## src/rtl/ps2_mouse_ctrl.sv

```systemverilog
// -----------------------------------------------------------------------------
// ps2_mouse_ctrl
//
// Host-side PS/2 mouse controller. After reset it sends the enable-reporting
// command through the transmitter stage and waits for the mouse acknowledge,
// retrying on a bad response or a timeout. Once acknowledged it assembles the
// 3-byte movement packets into signed X/Y deltas, button states and overflow
// flags, and pulses m_done_tick for one cycle per complete packet.
//
// Ports
//   clk, rst        system clock; asynchronous active-high reset
//   tx_idle         transmitter can accept a byte
//   tx_done_tick    transmitter finished sending a byte (pulse)
//   wr_ps2          one-cycle strobe: transmit tx_data
//   tx_data         byte to transmit (the init command)
//   rx_done_tick    receiver byte-valid pulse, rx_data valid with it
//   rx_en           receiver enable
//   xm, ym          signed 9-bit X/Y deltas
//   btnm            buttons {middle, right, left}
//   ovf             overflow flags {y_ov, x_ov}
//   m_done_tick     packet outputs updated this cycle (pulse)
//   init_done       acknowledge received, packet reception active
//   err             sticky: every command attempt failed
// -----------------------------------------------------------------------------
module ps2_mouse_ctrl #(
    parameter logic [7:0] INIT_CMD  = 8'hF4,
    parameter logic [7:0] ACK_BYTE  = 8'hFA,
    parameter int         TO_CYCLES = 2_000_000,
    parameter int         CNT_W     = 21,
    parameter int         MAX_RETRY = 3
) (
    input  logic       clk,
    input  logic       rst,
    input  logic       tx_idle,
    input  logic       tx_done_tick,
    output logic       wr_ps2,
    output logic [7:0] tx_data,
    input  logic       rx_done_tick,
    input  logic [7:0] rx_data,
    output logic       rx_en,
    output logic [8:0] xm,
    output logic [8:0] ym,
    output logic [2:0] btnm,
    output logic [1:0] ovf,
    output logic       m_done_tick,
    output logic       init_done,
    output logic       err
);

    localparam int AW = $clog2(MAX_RETRY + 1);
    localparam logic [CNT_W-1:0] TO_LAST = CNT_W'(TO_CYCLES - 1);

    typedef enum logic [2:0] {
        ST_SEND,
        ST_WTX,
        ST_WACK,
        ST_P1,
        ST_P2,
        ST_P3,
        ST_FAIL
    } state_t;

    state_t           state_q;
    logic [AW-1:0]    attempts_q;
    logic [CNT_W-1:0] cnt_q;
    logic [CNT_W-1:0] cnt_d;
    // Byte 1 without bit 3 (always 1 in a valid header): {y_ov, x_ov, ys, xs, btn[2:0]}
    logic [6:0]       b1_q;
    logic [7:0]       b2_q;
    logic             wr_ps2_q;
    logic [7:0]       tx_data_q;
    logic             rx_en_q;
    logic [8:0]       xm_q;
    logic [8:0]       ym_q;
    logic [2:0]       btnm_q;
    logic [1:0]       ovf_q;
    logic             m_done_q;
    logic             init_done_q;
    logic             err_q;

    logic cnt_clr;
    logic cnt_run;
    logic to_hit;

    // Shared timeout counter: restarted whenever a new wait begins (entering
    // WACK, P2 or P3), counting only while waiting, saturating at all-ones.
    always_comb begin
        cnt_clr = ((state_q == ST_WTX) && tx_done_tick)
               || ((state_q == ST_P1) && rx_done_tick && rx_data[3])
               || ((state_q == ST_P2) && rx_done_tick);
        cnt_run = (state_q == ST_WACK) || (state_q == ST_P2) || (state_q == ST_P3);
        cnt_d   = cnt_q;
        if (cnt_clr) begin
            cnt_d = '0;
        end else if (cnt_run && (cnt_q != '1)) begin
            cnt_d = cnt_q + 1'b1;
        end
        to_hit = (cnt_q == TO_LAST);
    end

    always_ff @(posedge clk or posedge rst) begin
        if (rst) begin
            state_q     <= ST_SEND;
            attempts_q  <= '0;
            cnt_q       <= '0;
            b1_q        <= '0;
            b2_q        <= '0;
            wr_ps2_q    <= 1'b0;
            tx_data_q   <= INIT_CMD;
            rx_en_q     <= 1'b0;
            xm_q        <= '0;
            ym_q        <= '0;
            btnm_q      <= '0;
            ovf_q       <= '0;
            m_done_q    <= 1'b0;
            init_done_q <= 1'b0;
            err_q       <= 1'b0;
        end else begin
            cnt_q    <= cnt_d;
            wr_ps2_q <= 1'b0;
            m_done_q <= 1'b0;
            case (state_q)
                ST_SEND: begin
                    if (tx_idle) begin
                        wr_ps2_q   <= 1'b1;
                        tx_data_q  <= INIT_CMD;
                        attempts_q <= attempts_q + 1'b1;
                        state_q    <= ST_WTX;
                    end
                end
                ST_WTX: begin
                    if (tx_done_tick) begin
                        rx_en_q <= 1'b1;
                        state_q <= ST_WACK;
                    end
                end
                ST_WACK: begin
                    // A byte in the timeout cycle is evaluated as a response.
                    if (rx_done_tick && (rx_data == ACK_BYTE)) begin
                        init_done_q <= 1'b1;
                        state_q     <= ST_P1;
                    end else if (rx_done_tick || to_hit) begin
                        rx_en_q <= 1'b0;
                        if (attempts_q < AW'(MAX_RETRY)) begin
                            state_q <= ST_SEND;
                        end else begin
                            err_q   <= 1'b1;
                            state_q <= ST_FAIL;
                        end
                    end
                end
                ST_P1: begin
                    // Bytes without the always-one header bit are dropped to resync.
                    if (rx_done_tick && rx_data[3]) begin
                        b1_q    <= {rx_data[7:4], rx_data[2:0]};
                        state_q <= ST_P2;
                    end
                end
                ST_P2: begin
                    if (rx_done_tick) begin
                        b2_q    <= rx_data;
                        state_q <= ST_P3;
                    end else if (to_hit) begin
                        state_q <= ST_P1;
                    end
                end
                ST_P3: begin
                    if (rx_done_tick) begin
                        xm_q     <= {b1_q[3], b2_q};
                        ym_q     <= {b1_q[4], rx_data};
                        btnm_q   <= b1_q[2:0];
                        ovf_q    <= b1_q[6:5];
                        m_done_q <= 1'b1;
                        state_q  <= ST_P1;
                    end else if (to_hit) begin
                        state_q <= ST_P1;
                    end
                end
                ST_FAIL: begin
                    err_q   <= 1'b1;
                    rx_en_q <= 1'b0;
                end
                default: begin
                    state_q <= ST_SEND;
                end
            endcase
        end
    end

    assign wr_ps2      = wr_ps2_q;
    assign tx_data     = tx_data_q;
    assign rx_en       = rx_en_q;
    assign xm          = xm_q;
    assign ym          = ym_q;
    assign btnm        = btnm_q;
    assign ovf         = ovf_q;
    assign m_done_tick = m_done_q;
    assign init_done   = init_done_q;
    assign err         = err_q;

endmodule
```

## config.mk

```make
export PLATFORM = sky130hd
export DESIGN_NAME = ps2_mouse_ctrl
export DESIGN_NICKNAME = d
export VERILOG_FILES = /design/src/rtl/ps2_mouse_ctrl.sv
export SDC_FILE = /design/constraint.sdc
export NUM_CORES = 1
export LEC_CHECK = 0
export ABC_AREA = 1
export CORE_UTILIZATION = 30
export CTS_BUF_LIST = sky130_fd_sc_hd__clkbuf_16
export CTS_CLUSTER_SIZE = 20
export DETAILED_ROUTE_END_ITERATION = 8
export PLACE_DENSITY_LB_ADDON = 0.05
export SLEW_MARGIN = 5
export SYNTH_ARGS = -nofsm -noshare
export SYNTH_HDL_FRONTEND = slang
export SYNTH_SLANG_ARGS = --single-unit
```

## constraint.sdc

```tcl
create_clock -name clk -period 2.9 [get_ports clk]
set_clock_uncertainty 0.05 [all_clocks]
set_input_delay 0.435 -clock clk [delete_from_list [all_inputs] [get_ports clk]]
set_output_delay 0.435 -clock clk [all_outputs]
set_load 0.01 [all_outputs]
```

# After elaboration in Yosys (flattened, before gate mapping)
# Index checks and enable logic that the tools add are counted.
# word_totals
regBits	69
inputBits	13
output_inout_bits	36
wordCells	82
# classes
add_sub_neg	2
n_lt_le_gt_ge	1
n_eq_ne	16
mux	24
bitwise_logic	1
reduce_logical	24
# op_table
cell	n
21-bit 2-to-1 mux	2
3-bit 2-to-1 mux	9
21-bit by 1-bit adder with 21-bit output, second input constant	1
21-bit == test, second input constant	1
21-bit != test, second input constant	1
3-bit one-hot mux with 7 select lines	1
1-bit 2-to-1 mux	10
2-bit AND reduction	5
3-bit == test, second input constant	3
8-bit == test, second input constant	1
2-bit != test, second input constant	4
4-bit AND reduction	2
1-bit logical AND	7
3-bit by 2-bit == test with 1-bit output, second input constant	2
1-bit logical OR	5
5-bit AND reduction	1
2-bit by 1-bit != test with 1-bit output, second input constant	2
2-bit nonzero test	2
3-bit by 1-bit == test with 1-bit output, second input constant	1
3-bit zero test	1
3-bit by 1-bit != test with 1-bit output, second input constant	1
1-bit one-hot mux with 3 select lines	1
3-bit nonzero test	1
2-bit by 1-bit adder with 2-bit output, second input constant	1
3 further kinds	3

# Logic depth before layout (Yosys ltp)
# Gate-level depths: netlist of run 1.
# depth
word_depth	6
mapped_depth	11
ltp_nobuf	10

# Worst setup path after synthesis of run 1
# No wires, ideal clock.
# synth_path
kind	flip-flop to flip-flop
startpoint	register cnt_q[0]
endpoint	register cnt_q[18]
setup_ns	0.128
arrival_time_ns	1.530
t_required_ns	2.722
setup_slack_ns	1.192
stages_incl_launch_ff	12
path_buffers	2
synth_period_minus_slack_ns	1.708
path_cell_list	dfrtp_1 ha_1 buf_2 nand3_1 inv_2 nand3_2 nor2_4 nor2_4 nor2_8 buf_6 nand2_1 o21ai_0
# synth_via
elab_chain_len	3
word_cells_on_any_way	6
cone_classes	add/sub: 1; eq/ne: 1; mux: 2; reduce/logical: 2
# synth_rtl
element	line_no	text
from (decl)	65	logic [CNT_W-1:0] cnt_q;
from (signal assigned)	119	cnt_q <= cnt_d;
21-bit by 1-bit adder with 21-bit output / 21-bit != test (equally long branches)	96, 95	
21-bit 2-to-1 mux / 1-bit logical AND (equally long branches)	95	end else if (cnt_run && (cnt_q != '1)) begin
21-bit 2-to-1 mux / 2-bit nonzero test (equally long branches)	--	
# Parallel ways exist; a longest one is shown, timed or not. The select of a mux whose other input is x is not followed.
# A chain may end at the register's enable or synchronous reset.

# Worst setup path in the final report of run 1
# Ends and elaborated chain as after synthesis.

==> results_dict.tcl, run 1 <==
set metrics [dict create \
    fin_area_um2 4340 \
    yosysWarnings 0 \
    crit_path_start_kind "flip-flop" \
    drt-total-wl_mm 8.28 \
    hold_violations 0 \
    rsz0062_at_grt "no" \
    nFillCells 1210 \
    yosysSeqAreaShare_pct 48.9 \
    start_util_pct 30.9 \
    dp.cells 626 \
    drive_gt1_share_pct 8.42 \
    core_um2 11400 \
    grt_pass1_vias 2834 \
    hpwl_mm 5.88 \
    power_density_nw_per_um2 898 \
    antennaDiodeCount 0 \
    dieArea_um2 12200 \
    setup_viol 0 \
    cts_made_buffers 9 \
    dr_total_vias 2885 \
    cp_max_fo 26 \
    vias_per_cell 4.49 \
    cts_tree "yes" \
    fp.dieW_um 110 \
    hold_class "input pin to asynchronous set/reset pin" \
    drc_errors 0 \
    netlist_top_cells_count "166 x nand2_1, 69 x dfrtp_1, 39 x nor2_1" \
    pin_count 49 \
    power_leakage_nw 2.06 \
    maxCapViolCount 0 \
    grt_pass1_wl_mm 14.3 \
    root_buffer "clkbuf_16" \
    synthTopCellsByArea "dfrtp_1 49%, nand2_1 18%, nand3_1 4.8%, nor2_1 4.1%, inv_1 3.8%" \
    synth_flop_cell "dfrtp_1" \
    whs_ns 0.382 \
    synth_area_um2 3530 \
    path_class "flip-flop to flip-flop" \
    grt_start_max_net_pins 52 \
    synth.most_common_cell "nand2_1" \
    gp_congestion 0.862 \
    max_freq_mhz 487 \
    critPathCaptureType "flip-flop" \
    place_area_um2 4030 \
    synth_edf_count 0 \
    synth_seq_cells 69 \
    worstMarginPinSlew_ns 0.551 \
    syn_inst 455 \
    ctsHoldBuffers 0 \
    power_mw 3.90 \
    synth_top_area_cell "dfrtp_1" \
    drt_first_iter_violations 100 \
    post-route-period-util_pct 70.9 \
    cts_resized 0 \
    overflow 0 \
    period_needed_ns 2.05 \
    synthArstFlopShare_pct 100 \
    post-cts-setup-buffers 0 \
    syn_area_per_cell_um2 7.76 \
    fin_cells 642 \
    htree_levels 3 \
    status "finished, final reports clean" \
    portBuffers 40 \
    worstPathArrival_ns 2.21 \
    syn2layout_area_growth_pct 23.1 \
    slew-limit-headroom_pct 63.2 \
    nets 509 \
    ant_nets 0 \
    grt_usage_pct 14.9 \
    cts.sinks 69 \
    yosysUniqueCellTypes 30 \
    cp.required_ns 3.05 \
    setup_tns_ns 0 \
    die_h_um 110 \
    final_max_slew_viol_count 0 \
    dr.pass1.iters 4 \
    antenna_found_initial 0 \
    ir_drop_v 0.000392 \
    clk_path_buf_depth 2 \
    num_rows 39 \
    cts.clk_slew.worst_paths_ns 0.06 \
    clk_latency_ns 0.34 \
    avgRoutedWirePerCell_um 12.9 \
    synth.top_cell.area_share_pct 48.9 \
]
-- layout make-up --
| cell class | count | area, um^2 | area share, % |
|---|---|---|---|
| Clock inverter | 7 | 90.1 | 2.07 |
| Inverter | 41 | 154 | 3.54 |
| Multi-Input combinational cell | 330 | 1530 | 35.3 |
| Sequential cell | 69 | 1730 | 39.7 |
| Clock buffer | 9 | 225 | 5.18 |
| Tap cell | 143 | 179 | 4.12 |
| Timing Repair Buffer | 43 | 435 | 10.0 |
-- state kept, by name, summed over array words and instances, names as in the netlist --
signal	cells
ym	9
b2_q	8
ovf	2
init_done	1
err	1
m_done_tick	1
state_q	3
attempts_q	2
btnm	3
b1_q	7
cnt_q	21
rx_en	1
wr_ps2	1
xm	9
-- routing by layer --
layer	track usage (%)	vias up	routed length, um
li1	-	1495	-
met1	20.2	1315	4120
met2	21.6	59	3580
met3	3.46	16	356
met4	8.71	0	226
met5	0	-	0
-- power breakdown --
part	internal, mW	switching, mW	leakage (nW)
clock network	0.748	0.432	0.153
logic	0.565	0.676	1.01
registers	1.28	0.205	0.901
total	2.59	1.31	2.06
-- critical path: stages, from the launching register on --
cell and delay (ns):
dfrtp_1 0.43, ha_1 0.34, nand3_1 0.20, inv_2 0.11, nand3_2 0.11, nor2_4 0.13
nor2_4 0.10, nor2_8 0.29, o21ai_0 0.15
-- final timing paths --
check / from / to / slack [ns] / cells after the start
worst max-delay path: cnt_q[0] / cnt_q[18] / 0.85 / 8
max in group asynchronous: rst / b2_q[3] / 1.79 / 3
min in group clk: xm[7] / xm[7] / 0.42 / 2
worst max register to register: cnt_q[0] / cnt_q[18] / 0.85 / 8
worst min register to register: xm[7] / xm[7] / 0.42 / 2
worst min-delay path: rst / cnt_q[17] / 0.38 / 2
-- cells in the final DEF (no fill, tap or decap), drive strengths merged, types with 4 or more instances in the layout --
cell type / count
xor2: 5
or2: 5
nor2: 46
clkbuf: 9
o21ai: 32
dfrtp: 69
nand3b: 5
nand2: 168
nand4: 8
clkdlybuf4s50: 40
inv: 41
conb: 8
nand3: 37
clkinv: 4
-- cells by family (layout without fill, tap and decap cells) --
| kind of cell | Yosys count | after routing | synth area share, % |
|---|---|---|---|
| and+or+nand+nor | 272 | 272 | 33.9 |
| muxes | 1 | 1 | 0.319 |
| DFF | 69 | 69 | 48.9 |
| adders and majority gates | 2 | 2 | 0.709 |
| xor gates and xnor gates | 8 | 8 | 1.99 |
| AOI/OAI and AO/OA | 39 | 39 | 5.71 |
| buffers and inverters | 62 | 100 | 8.26 |
| other | 2 | 8 | 0.213 |
-- metrics by stage --
step                      utilization [%]  worst slack [ns]
after global placement               35.3             0.801
after global routing                 38.0             0.622
final                                38.0             0.845
after detailed placement             35.3             0.746
after CTS                            38.0             0.822
after floorplan                         -             0.675
No activity file was read; power rests on OpenSTA's default activity.
==> run 2, diff against run 1 <==
==> constraint.sdc (replaced) <==
create_clock -name clk -period 1.9 [get_ports clk]
set_clock_uncertainty 0.05 [all_clocks]
set_input_delay 0.285 -clock clk [delete_from_list [all_inputs] [get_ports clk]]
set_output_delay 0.285 -clock clk [all_outputs]
set_load 0.01 [all_outputs]
==> run 2 against run 1 <==
Compared with the run above: sequential share of layout area down 1.6 points; routed wire length grew 6.6%; combinational power up 73%; power up 60%; sequential cell count unchanged; cell area increased by 4.2%; count of clock-buffer cells in the layout unchanged; register-to-register slack lost 0.67 ns; sequential power increased by 51%; fmax up 19%; clock power up 56%; largest power group unchanged; highest routed layer unchanged.
==> results_dict.tcl, run 2 (synthesized netlist as in run 1, its figures left out) <==
set metrics [dict create \
    cp_max_fo 8 \
    reg2reg_slack_ns 0.17 \
    power_leakage_nw 2.16 \
    dr_total_vias 2981 \
    ctsHoldBuffers 0 \
    hpwl_mm 6.21 \
    path_class "flip-flop to flip-flop" \
    period_needed_ns 1.73 \
    cts_made_buffers 9 \
    final_cell_mix "166 x nand2_1, 69 x dfrtp_1, 40 x clkdlybuf4s50_1, 39 x nor2_1, 35 x inv_1" \
    post-route-period-util_pct 90.9 \
    largest_register_ffs 21 \
    p_switching_mw 2.13 \
    antennaDiodeCount 0 \
    cts_tree "yes" \
    grt_start_max_net_pins 33 \
    gp_congestion 0.832 \
    max_freq_mhz 579 \
    avgRoutedWirePerCell_um 13.4 \
    worstPathArrival_ns 1.95 \
    dp.cells 643 \
    slew-limit-headroom_pct 63.3 \
    vias_per_cell 4.51 \
    clk_path_buf_depth 2 \
    dr.pass1.iters 4 \
    start_util_pct 30.9 \
    maxCapViolCount 0 \
    fin_cells 661 \
    setup_ws_ns 0.172 \
    drt-total-wl_mm 8.83 \
    drc_errors 0 \
    grt_pass1_vias 3009 \
    syn2layout_area_growth_pct 28.3 \
    dp_slack_ns -0.0140 \
    clkPwrFrac_pct 29.5 \
    fp.dieW_um 110 \
    largest-register "cnt_q" \
    cts_resized 0 \
    overflow 0 \
    htree_levels 3 \
    worstReg2RegStart "cnt_q[1]" \
    portBuffers 40 \
    clk_latency_ns 0.33 \
    cp.required_ns 2.12 \
    worstMarginPinSlew_ns 0.550 \
    status "finished, final reports clean" \
    nets 528 \
    pin_count 49 \
    reg2regPathDepth 9 \
    grt_pass1_wl_mm 15.0 \
    ir_drop_v 0.000824 \
    combPwrFrac_pct 34.5 \
    power_density_nw_per_um2 1380 \
    drt_first_iter_violations 102 \
    fin_area_um2 4530 \
    seqPwrFrac_pct 36.0 \
    final_max_slew_viol_count 0 \
    fin_util_pct 39.6 \
    antenna_found_initial 0 \
    power.share.switching_pct 34.2 \
    die_h_um 110 \
    crit_path_start_kind "flip-flop" \
    setup_viol 0 \
    grt_usage_pct 15.4 \
    place_area_um2 4170 \
    root_buffer "clkbuf_16" \
    layout_commonest_cell "nand2_1" \
    rsz0062_at_grt "yes" \
    cts.clk_slew.worst_paths_ns 0.06 \
    hold_class "input pin to asynchronous set/reset pin" \
    critPathCaptureType "flip-flop" \
    hold_violations 0 \
    drive_gt1_share_pct 11.8 \
    internal_power_mw 4.11 \
    ant_nets 0 \
    num_rows 39 \
    dieArea_um2 12200 \
    core_um2 11400 \
    r2r_end "cnt_q[13]" \
    setup_tns_ns 0 \
    cts.sinks 69 \
]
==> run 2: worst max-delay path by stage <==
| stage | start | end | cells past startpoint |
|---|---|---|---|
| final | cnt_q[1] | cnt_q[13] | 9 |
| after global routing | state_q[1] | cnt_q[18] | 8 |
| after CTS | cnt_q[1] | cnt_q[18] | 8 |
| after detailed placement | rx_done_tick | cnt_q[18] | 8 |
| after global placement | rx_done_tick | err | 9 |
| after floorplan | cnt_q[0] | cnt_q[18] | 11 |
==> run 2: timing repair <==
item | 4_1_cts | 5_1_grt
setup buffers | 0 | 1
endpoints found under the hold margin | 0 | 0
setup endpoints to repair | 0 | 12
==> run 2: final cells by class <==
class,instances,area (um^2)
clock buffer,9,225
sequential,69,1730
clock inverter,7,97.6
tap,143,179
multi-input combinational,331,1550
timing repair buffer,61,596
fill,1213,6890
inverter,41,158
==> run 2: power groups by stage <==
| stage | Combinational, mW | Clock, mW | Sequential, mW |
|---|---|---|---|
| after global routing | 2.41 | 1.97 | 2.31 |
| after global placement | 2.03 | 0 | 2.27 |
| after CTS | 2.06 | 1.89 | 2.25 |
| after floorplan | 1.16 | 0 | 2.33 |
| final | 2.15 | 1.84 | 2.24 |
| after detailed placement | 2.05 | 0 | 2.27 |
==> run 2: metrics by stage <==
step / power (mW) / hold WS (ns)
finish: 6.24 / 0.216
global route: 6.69 / 0.230
CTS: 6.20 / 0.220
detailed placement: 4.32 / 0.408
global placement: 4.30 / 0.401
floorplan: 3.49 / 0.352
==> run 2: layer usage <==
layer / vias up / track usage, % / part of all wire, %
met1: 1366 / 20.6 / 49
met5: - / 0 / 0
met4: 0 / 5.07 / 1.7
li1: 1543 / - / -
met2: 57 / 24.3 / 46
met3: 15 / 3.84 / 3.4
==> run 2: critical path: stages (launching register included) <==
cell and delay, ns:
dfrtp_1 0.41, ha_1 0.21, nand3_1 0.15, inv_2 0.07
nand3_2 0.10, nor2_4 0.04, nor2_4 0.24, buf_4 0.23
nand3_1 0.09, nand2_1 0.07
